File: config.mk
export PLATFORM = sky130hd
export DESIGN_NAME = lfsr_prbs_gen_flat
export DESIGN_NICKNAME = d
export VERILOG_FILES = /design/src/rtl/lfsr_prbs_gen_if.sv /design/src/rtl/lfsr_prbs_gen.sv /design/src/flat_wrapper.sv
export SDC_FILE = /design/constraint.sdc
export NUM_CORES = 1
export LEC_CHECK = 0
export CAP_MARGIN = 25
export CORE_MARGIN = 2
export CORE_UTILIZATION = 30
export CTS_CLUSTER_SIZE = 28
export DETAILED_ROUTE_END_ITERATION = 8
export PLACE_DENSITY = 0.51
export REMOVE_ABC_BUFFERS = 1
export SLEW_MARGIN = 20
export SYNTH_ARGS = -nofsm -noshare
export SYNTH_HDL_FRONTEND = slang
export SYNTH_SLANG_ARGS = --single-unit
File: constraint.sdc
create_clock -name clk -period 1.7 [get_ports clk]
set_input_delay 0.255 -clock clk [delete_from_list [all_inputs] [get_ports clk]]
set_output_delay 0.255 -clock clk [all_outputs]
set_load 0.01 [all_outputs]
File: src/rtl/lfsr_prbs_gen_if.sv
// Pattern-beat handshake bundle for lfsr_prbs_gen: q/out_valid from the
// generator, out_ready from the consumer.
interface lfsr_prbs_gen_if #(
  parameter int N = 3
);
  logic [N-1:0] q;
  logic         out_valid;
  logic         out_ready;

  modport master (output q, output out_valid, input out_ready);
  modport slave  (input q, input out_valid, output out_ready);
endinterface

File: src/rtl/lfsr_prbs_gen.sv
// Parametrised Fibonacci/Galois PRBS source with multi-step beats, seed load,
// valid/ready output and period measurement. Optional macro: LFSR_LOCKUP_RECOVER_EN.
module lfsr_prbs_gen #(
  parameter int              N     = 3,
  parameter logic [N-1:0]    TAPS  = N'(3),
  parameter logic [N-1:0]    SEED  = N'(1),
  parameter int unsigned     MODE  = 0,
  parameter int unsigned     STEPS = 1
) (
  input  logic               clk,
  input  logic               reset,
  input  logic               en,
  input  logic               seed_load,
  input  logic [N-1:0]       seed_in,
  lfsr_prbs_gen_if.master    bus,
  output logic               period_done,
  output logic [N-1:0]       period_len,
  output logic               lockup
);

  localparam logic [N-1:0] ONE = N'(1);

  logic [N-1:0] state;
  logic [N-1:0] ref_seed;
  logic [N-1:0] cnt;
  logic         out_valid;
  logic         accept;
  logic [N-1:0] succ;
  logic [N-1:0] next_state;
  logic [N-1:0] load_val;

  function automatic logic [N-1:0] step1(input logic [N-1:0] s);
    if (MODE == 0)
      return {^(s & TAPS), s[N-1:1]};
    else
      return {1'b0, s[N-1:1]} ^ ({N{s[0]}} & TAPS);
  endfunction

  assign bus.q         = state;
  assign bus.out_valid = out_valid;
  assign accept        = out_valid & bus.out_ready;

  always_comb begin
    succ = state;
    for (int unsigned i = 0; i < STEPS; i++)
      succ = step1(succ);
  end

`ifdef LFSR_LOCKUP_RECOVER_EN
  logic step_zero;
  logic load_zero;

  // Zero is absorbing for both structures, so checking only the final
  // unrolled successor catches any intermediate collapse too.
  assign step_zero  = (succ == '0);
  assign load_zero  = (seed_in == '0);
  assign next_state = step_zero ? SEED : succ;
  assign load_val   = load_zero ? SEED : seed_in;

  always_ff @(posedge clk) begin
    if (reset)
      lockup <= 1'b0;
    else if (seed_load)
      lockup <= load_zero;
    else
      lockup <= accept & step_zero;
  end
`else
  assign next_state = succ;
  assign load_val   = seed_in;
  assign lockup     = 1'b0;
`endif

  always_ff @(posedge clk) begin
    if (reset) begin
      state       <= SEED;
      ref_seed    <= SEED;
      cnt         <= '0;
      out_valid   <= 1'b0;
      period_done <= 1'b0;
      period_len  <= '0;
    end else begin
      out_valid   <= en & ~seed_load;
      period_done <= 1'b0;
      if (seed_load) begin
        state    <= load_val;
        ref_seed <= load_val;
        cnt      <= '0;
      end else if (accept) begin
        state <= next_state;
        if (next_state == ref_seed) begin
          period_done <= 1'b1;
          period_len  <= cnt + ONE;
          cnt         <= '0;
        end else begin
          cnt <= cnt + ONE;
        end
      end
    end
  end

endmodule
File: src/flat_wrapper.sv
// flat-port wrapper written by rule: the top's interface ports become plain ports
module lfsr_prbs_gen_flat 
#(
  parameter int              N     = 3,
  parameter logic [N-1:0]    TAPS  = N'(3),
  parameter logic [N-1:0]    SEED  = N'(1),
  parameter int unsigned     MODE  = 0,
  parameter int unsigned     STEPS = 1
)
  (clk, reset, en, seed_load, seed_in, period_done, period_len, lockup, bus_q, bus_out_valid, bus_out_ready);
  lfsr_prbs_gen_if #(.N(N)) bus_i ();
  input  logic clk;
  input  logic reset;
  input  logic en;
  input  logic seed_load;
  input  logic [N-1:0] seed_in;
  output logic period_done;
  output logic [N-1:0] period_len;
  output logic lockup;
  output wire logic [$bits(bus_i.q)-1:0] bus_q;
  output wire logic [$bits(bus_i.out_valid)-1:0] bus_out_valid;
  input wire logic [$bits(bus_i.out_ready)-1:0] bus_out_ready;
  assign bus_q = bus_i.q;
  assign bus_out_valid = bus_i.out_valid;
  assign bus_i.out_ready = bus_out_ready;
  lfsr_prbs_gen #(.N(N), .TAPS(TAPS), .SEED(SEED), .MODE(MODE), .STEPS(STEPS)) u_core (.clk(clk), .reset(reset), .en(en), .seed_load(seed_load), .seed_in(seed_in), .bus(bus_i), .period_done(period_done), .period_len(period_len), .lockup(lockup));
endmodule
Word level (Yosys, flattened, before mapping)
Cells that the tools add are included.
Widths: inputs -> output; s select.
{"block": "word_totals", "word_cells": 21, "register_bits": 14, "out_inout_bits": 9, "input_bits": 8}
{"block": "classes", "mux": 4, "n_eq_ne": 1, "n_bitwise": 4, "reduce_logical": 5, "addsub": 1}
{"cell": "$mux 3", "count": 3}
{"cell": "$add 3x1->3 const B", "count": 1}
{"cell": "$eq 3x3->1", "count": 1}
{"cell": "$reduce_and 3->1", "count": 1}
{"cell": "$reduce_or 3->1", "count": 1}
{"cell": "$reduce_xor 3->1", "count": 1}
{"cell": "$and 1x1->1", "count": 2}
{"cell": "$not 1->1", "count": 2}
{"cell": "$reduce_bool 2->1", "count": 1}
{"cell": "$reduce_or 2->1", "count": 1}
{"cell": "$mux 1", "count": 1}

Depth between registers and ports, before layout
Gate-level depths: netlist of run 1.
{"block": "depth", "word_depth": 3, "mapped_depth": 5, "mapped_depth_nobuf": 4}

Worst setup path after synthesis of run 1
No wires, ideal clock.
{"block": "synth_timing", "path_type": "flip-flop to flip-flop", "startpoint": "register u_core.state[0] (netlist: u_core.bus.q[0])", "endpoint": "register u_core.period_len[0]", "setup_time_ns": 0.123, "setup_slack_ns": 0.292, "stages_incl_launch_ff": 5, "path_buffers": 0, "arrival_time_ns": 1.285, "t_required_ns": 1.577, "synth_period_minus_slack_ns": 1.408, "path_cell_list": "dfxtp_1 xnor2_1 mux2i_2 nor4_4 mux2_1"}
{"block": "synth_via", "elab_chain_len": 3}
{"element": "from (decl)", "line_no": "lfsr_prbs_gen.sv:23", "source": "logic [N-1:0] state;"}
{"element": "from (signal assigned)", "line_no": "lfsr_prbs_gen.sv:86", "source": "state <= load_val;"}
{"element": "from (signal assigned)", "line_no": "lfsr_prbs_gen.sv:90", "source": "state <= next_state;"}
{"element": "$reduce_xor 3->1", "line_no": "lfsr_prbs_gen.sv:34", "source": "return {^(s & TAPS), s[N-1:1]};"}
{"element": "$eq 3x3->1", "line_no": "lfsr_prbs_gen.sv:91", "source": "if (next_state == ref_seed) begin"}
{"element": "$reduce_and 3->1 (no source line)"}
{"element": "to (signal assigned)", "line_no": "lfsr_prbs_gen.sv:93", "source": "period_len <= cnt + ONE;"}
{"element": "to (decl)", "line_no": "lfsr_prbs_gen.sv:17", "source": "output logic [N-1:0] period_len,"}
No other way between the ends.
A chain may end at the register's enable or synchronous reset.

Final worst setup path of run 1
{"block": "layout_timing", "startpoint": "register u_core.state[1] (netlist: u_core.bus.q[1])", "endpoint": "output port bus_q[1]"}
{"element": "to (decl)", "line_no": "flat_wrapper.sv:20", "source": "output wire logic [$bits(bus_i.q)-1:0] bus_q;"}
No word-level cell between the ends.

==> results of run 1 <==
## logic make-up after synthesis
family / Yosys count
xor+xnor: 4
buf+inv: 4
compound gates: 13
other cells: 1
simple gates: 28
fa+ha+maj: 1
flops: 14
mux: 6
## cell usage in the layout, fill, tap and decap left out, types with 2 or more instances in the layout
| cell | count |
|---|---|
| clkdlybuf4s50_1 | 15 |
| nor2b_1 | 3 |
| nand2_1 | 3 |
| nand3_1 | 4 |
| nor2_1 | 9 |
| o21bai_1 | 2 |
| clkbuf_4 | 3 |
| mux2i_1 | 3 |
| dfxtp_1 | 14 |
| xnor2_1 | 3 |
| o21ai_0 | 2 |
| a21oi_1 | 3 |
| buf_4 | 4 |
| a211oi_1 | 3 |
| and2_1 | 3 |
| nand2b_1 | 3 |
| mux2_1 | 2 |
## layout make-up
type | count | area (µm²) | area share, %
Clock buffer | 3 | 22.5 | 2.59
Multi-Input combinational cell | 53 | 354 | 40.7
Sequential cell | 14 | 280 | 32.2
Tap cell | 27 | 33.8 | 3.88
Timing Repair Buffer | 19 | 180 | 20.7
## final timing paths
path                        start                    to  slack, ps  cells after the start
setup reg to reg  u_core.bus.q[0]  u_core.period_len[0]        230                      4
hold reg to reg     u_core.cnt[1]         u_core.cnt[1]        470                      2
hold / removal      u_core.cnt[1]         u_core.cnt[1]        470                      2
setup / recovery  u_core.bus.q[1]              bus_q[1]        160                      1
## Yosys cell counts
master	count	area (µm²)
nor3_1	1	5.00
xnor2_1	3	26.3
o21ai_0	2	10.0
xor2_1	1	8.76
clkbuf_1	3	11.3
nand2b_1	3	18.8
o21ai_1	1	5.00
nand3_1	4	20.0
conb_1	1	3.75
ha_1	1	12.5
a21oi_1	3	15.0
nand2_1	3	11.3
o31ai_1	1	7.51
o21a_1	1	7.51
nor4_4	1	21.3
and3_1	1	6.26
buf_4	1	7.51
a211oi_1	3	22.5
nor2b_1	3	18.8
mux2_1	2	22.5
mux2i_2	1	13.8
dfxtp_1	14	280
mux2i_1	3	30.0
o21bai_1	2	15.0
and2_1	3	18.8
nor2_1	9	33.8
## power groups by stage
stage	clock [W]	combinational, W	sequential, W
global route	0.000207	0.0000968	0.000350
global placement	0	0.0000878	0.000356
CTS	0.000190	0.0000892	0.000348
detailed placement	0	0.0000888	0.000356
finish	0.000177	0.0000878	0.000348
floorplan	0	0.0000394	0.000356
## per-layer routing
metal | vias up | part of all wire [%] | track usage [%]
met5 | - | 0 | 0
li1 | 278 | - | -
met2 | 12 | 44 | 19.5
met4 | 0 | 1.4 | 6.76
met1 | 222 | 49 | 15.1
met3 | 2 | 4.6 | 5.36
## state kept, by name, indices dropped and copies added, names as in the netlist
| signal | count |
|---|---|
| u_core.bus.q | 3 |
| u_core.cnt | 3 |
| u_core.period_len | 3 |
| u_core.ref_seed | 3 |
| u_core.bus.out_valid | 1 |
| u_core.period_done | 1 |
## stage by stage
stage          cells  area, µm²
3_5_place_dp     113        848
3_3_place_gp     113        848
6_report         116        871
4_1_cts          116        871
5_1_grt          116        871
2_1_floorplan     67        634
==> results.py, run 1 <==
metrics = {
    "cells_and_area": {
        "area_growth_pct": 33.3,
        "final_net_count": 100,
        "fin_util_pct": 43.5,
        "final_layout_size_suffix_gt1_share_pct": 10.1,
        "diodes": 0,
        "fill_cells": 211,
    },
    "power": {
        "p_int_w": 0.000468,
        "comb_power_share_pct": 14.3,
        "sw_frac_of_total_pct": 23.7,
        "leakage_nw": 0.337,
        "power_density_nw_per_um2": 704,
        "vdd_ir_drop_max_v": 0.000375,
        "p_switching_w": 0.000145,
        "p_total_w": 0.000613,
        "clkPwrFrac_pct": 28.9,
        "seq_power_share_pct": 56.7,
    },
    "worst_setup_path": {
        "path_cells": "clkdlybuf4s50_1",
        "path_delay_family": "buffers and inverters",
        "crit_path_end_kind": "output port",
        "cp.arrival_ps": 1280,
        "cp_slowest_cell": "clkdlybuf4s50_1",
        "worst-path-buf-inv": 1,
        "crit_path_max_fanout": 6,
        "cpPeakStageDelay_ps": 580,
        "crit_path_start_kind": "register",
        "critPathKind": "register to output port",
        "cp.required_ps": 1440,
    },
    "yosys": {
        "synth_fa_ha_area_share_pct": 1.92,
        "synth_area_um2": 653,
        "synth_seq_cells": 14,
        "yosys-mux-area-fraction_pct": 10.2,
        "synth_top_family_by_area": "simple AND/OR/NAND/NOR gates",
        "yosys_warnings": 0,
        "synth_seq_area_share_pct": 42.9,
        "synthCells": 71,
        "avgSynthCellArea_um2": 9.20,
        "synth-compound-area-share_pct": 12.6,
        "yosys.area_share.xor_xnor_pct": 5.36,
        "synth-simple-area-share_pct": 23.6,
        "yosys.cell_types.count": 26,
    },
    "floorplan": {
        "row_count": 16,
        "start_util_pct": 32.6,
        "die_x_um": 50.7,
        "die-area_um2": 2570,
        "core-area_um2": 2000,
        "ios": 17,
        "die_y_um": 50.7,
    },
    "timing": {
        "max_freq_mhz": 650,
        "hold_viol_final": 0,
        "post-route-min-period_ps": 1540,
        "fin_crit_sh_pct": 90.5,
        "final-setup-viol-count": 0,
        "worst_hold_slack_ps": 474,
        "fin_setup_tns_ps": 0,
        "final-max-slew-violation-count": 0,
        "rsz0062_at_grt": "false",
        "fin_ws_ps": 161,
        "finalClockSkew_ps": 2.28,
    },
    "flow_run": {
        "cap_violations": 0,
    },
    "clock_network": {
        "cts_root_buffer": "clkbuf_4",
        "cts_sinks": 14,
        "htreeDepth": 1,
        "cts_setup_buffers": 0,
        "clk_pin_slew_worst_paths_ps": 70,
        "clockBufferDepth": 2,
        "cts_tree": "built",
        "cts-hold-fix-buffers": 0,
        "clock_latency_ps": 270,
        "cts_buffers": 3,
        "ctsResizeCount": 0,
    },
    "drt": {
        "dr.pass1.iters": 4,
        "vias": 514,
        "drt-total-wl_mm": 1.32,
        "viasPerCell": 4.43,
        "drt_iter0_markers": 9,
        "drc": 0,
        "wire_per_inst_um": 11.4,
        "ant_nets": 0,
    },
    "placement": {
        "dpl_worst_slack_ps": 12.5,
        "dpl.hpwl_mm": 1.05,
        "place_congestion": 0.729,
        "port-buffer-count": 15,
    },
    "grt": {
        "grt_pass1_wl_mm": 2.36,
        "grt-ovfl-total": 0,
        "grt_pass1_vias": 522,
        "antenna_found_initial": 0,
        "grt_use_total_pct": 12.8,
        "grt_max_degree": 11,
    },
    "hold_path": {
        "holdCritPathClass": "register to register",
    },
    "run_status": {
        "status": "finished clean",
    },
}
No activity file was read; power rests on OpenSTA's default activity.
==> run 2, diff against run 1 <==
--- a/config.mk
+++ b/config.mk
@@ -6,7 +6,7 @@
 export NUM_CORES = 1
 export LEC_CHECK = 0
 export CAP_MARGIN = 25
-export CORE_MARGIN = 2
+export CORE_MARGIN = 4
 export CORE_UTILIZATION = 30
 export CTS_CLUSTER_SIZE = 28
 export DETAILED_ROUTE_END_ITERATION = 8
==> run 2 against run 1 <==
Clock-buffer cell count up 1; register-to-register slack barely moved; fmax up 0.30%; largest power group unchanged; final cell count grew 1.7%; routed wire length down 0.46%.
==> results.py, run 2 (synthesized netlist as in run 1, its figures left out) <==
metrics = {
    "run_status": {
        "status": "finished clean",
    },
    "timing": {
        "rsz0062_at_grt": "false",
        "fin_crit_sh_pct": 90.2,
        "worst_hold_slack_ps": 478,
        "post-route-min-period_ps": 1530,
        "final-max-slew-violation-count": 0,
        "final-setup-viol-count": 0,
        "hold_viol_final": 0,
        "finalClockSkew_ps": 6.18,
        "max_freq_mhz": 652,
        "fin_ws_ps": 166,
    },
    "placement": {
        "port-buffer-count": 15,
        "place_congestion": 0.796,
        "dpl.hpwl_mm": 1.04,
        "dpl_worst_slack_ps": -0.434,
        "place_area_um2": 856,
        "dp_cells": 114,
    },
    "floorplan": {
        "die_x_um": 54.7,
        "ios": 17,
        "die-area_um2": 2990,
        "die_y_um": 54.7,
        "row_count": 16,
        "start_util_pct": 32.3,
        "core-area_um2": 2020,
    },
    "cells_and_area": {
        "area_growth_pct": 36.6,
        "final_layout_size_suffix_gt1_share_pct": 12.1,
        "final_common_cell": "clkdlybuf4s50_1",
        "instances_no_fill": 118,
        "layout_common_cells": "clkdlybuf4s50_1 (15), dfxtp_1 (14), nor2_1 (9), buf_4 (5), nand3_1 (4)",
        "diodes": 0,
        "final_net_count": 101,
        "design_area_um2": 892,
    },
    "grt": {
        "antenna_found_initial": 0,
        "grt_pass1_vias": 452,
        "grt_max_degree": 11,
        "grt-ovfl-total": 0,
        "grt_use_total_pct": 9.68,
        "grt_pass1_wl_mm": 1.97,
    },
    "power": {
        "comb_power_share_pct": 13.2,
        "leakage_nw": 0.349,
        "power_density_nw_per_um2": 754,
        "clkPwrFrac_pct": 35.0,
        "seq_power_share_pct": 51.7,
        "sw_frac_of_total_pct": 23.1,
        "vdd_ir_drop_max_v": 0.000345,
        "p_switching_w": 0.000155,
        "p_int_w": 0.000517,
    },
    "worst_setup_path": {
        "worst-path-buf-inv": 1,
        "crit_path_max_fanout": 6,
        "cp.arrival_ps": 1280,
        "r2r_setup_slack_ps": 240,
        "cp.required_ps": 1440,
        "cpPeakStageDelay_ps": 580,
        "path_delay_family": "buffers and inverters",
        "path_cells": "clkdlybuf4s50_1",
        "critPathKind": "register to output port",
        "cp_slowest_cell": "clkdlybuf4s50_1",
        "crit_path_end_kind": "output port",
        "crit_path_start_kind": "register",
    },
    "clock_network": {
        "cts_buffers": 3,
        "clock_latency_ps": 280,
        "cts_root_buffer": "clkbuf_4",
        "clockBufferDepth": 2,
        "cts_sinks": 14,
        "cts-hold-fix-buffers": 0,
        "htreeDepth": 1,
        "cts_tree": "built",
        "ctsResizeCount": 0,
        "clk_pin_slew_worst_paths_ps": 80,
        "cts_setup_buffers": 0,
    },
    "drt": {
        "drt-total-wl_mm": 1.31,
        "drt_iter0_markers": 6,
        "wire_per_inst_um": 11.1,
        "viasPerCell": 4.47,
        "drc": 0,
        "ant_nets": 0,
        "dr.pass1.iters": 2,
        "vias": 528,
    },
    "hold_path": {
        "holdCritPathClass": "register to register",
    },
    "flow_run": {
        "cap_violations": 0,
    },
}
-- run 2: changes by cell type in the layout (fill, tap and decap cells not counted) --
cell	delta
clkbuf_8	+1
buf_4	+1
-- run 2: final timing paths --
kind / start / endpoint / depth (start not counted)
max: u_core.bus.q[1] / bus_q[1] / 1
min: u_core.period_len[1] / u_core.period_len[1] / 2
min reg2reg: u_core.period_len[1] / u_core.period_len[1] / 2
max reg2reg: u_core.bus.q[0] / u_core.period_len[0] / 4
-- run 2: per-stage QoR --
| stage | setup TNS, ps | utilization, % | power (W) |
|---|---|---|---|
| after floorplan | 0 | - | 0.000395 |
| after global placement | 0 | 42.3 | 0.000446 |
| after detailed placement | -0.434 | 42.3 | 0.000446 |
| after CTS | 0 | 44.1 | 0.000686 |
| after global routing | 0 | 44.1 | 0.000708 |
| final | 0 | 44.1 | 0.000673 |
-- run 2: layout make-up --
cell class,count,area [µm²]
well taps,27,33.8
multi-input cells,53,354
repair buffers,20,188
clock buffers,4,36.3
fillers,204,1130
flip-flops and latches,14,280
-- run 2: power by group through the flow --
stage                     clock network (W)  logic [W]  registers [W]
after floorplan                           0  0.0000394       0.000356
after global placement                    0  0.0000898       0.000356
after detailed placement                  0  0.0000901       0.000356
after CTS                          0.000247  0.0000903       0.000348
after global routing               0.000261  0.0000978       0.000349
final                              0.000236  0.0000891       0.000348
-- run 2: metal layers --
layer | wire length [µm] | vias up | part of all wire (%) | global-route usage, %
li1 | - | 282 | - | -
met1 | 642 | 233 | 49 | 11.1
met2 | 580 | 11 | 44 | 15.7
met3 | 68 | 2 | 5.2 | 4.90
met4 | 19 | 0 | 1.4 | 2.49
met5 | 0 | - | 0 | 0
-- run 2: worst min-delay path: stages, from the launching register on --
cell and delay [ps]:
dfxtp_1 310, nand2b_1 60, mux2i_1 60
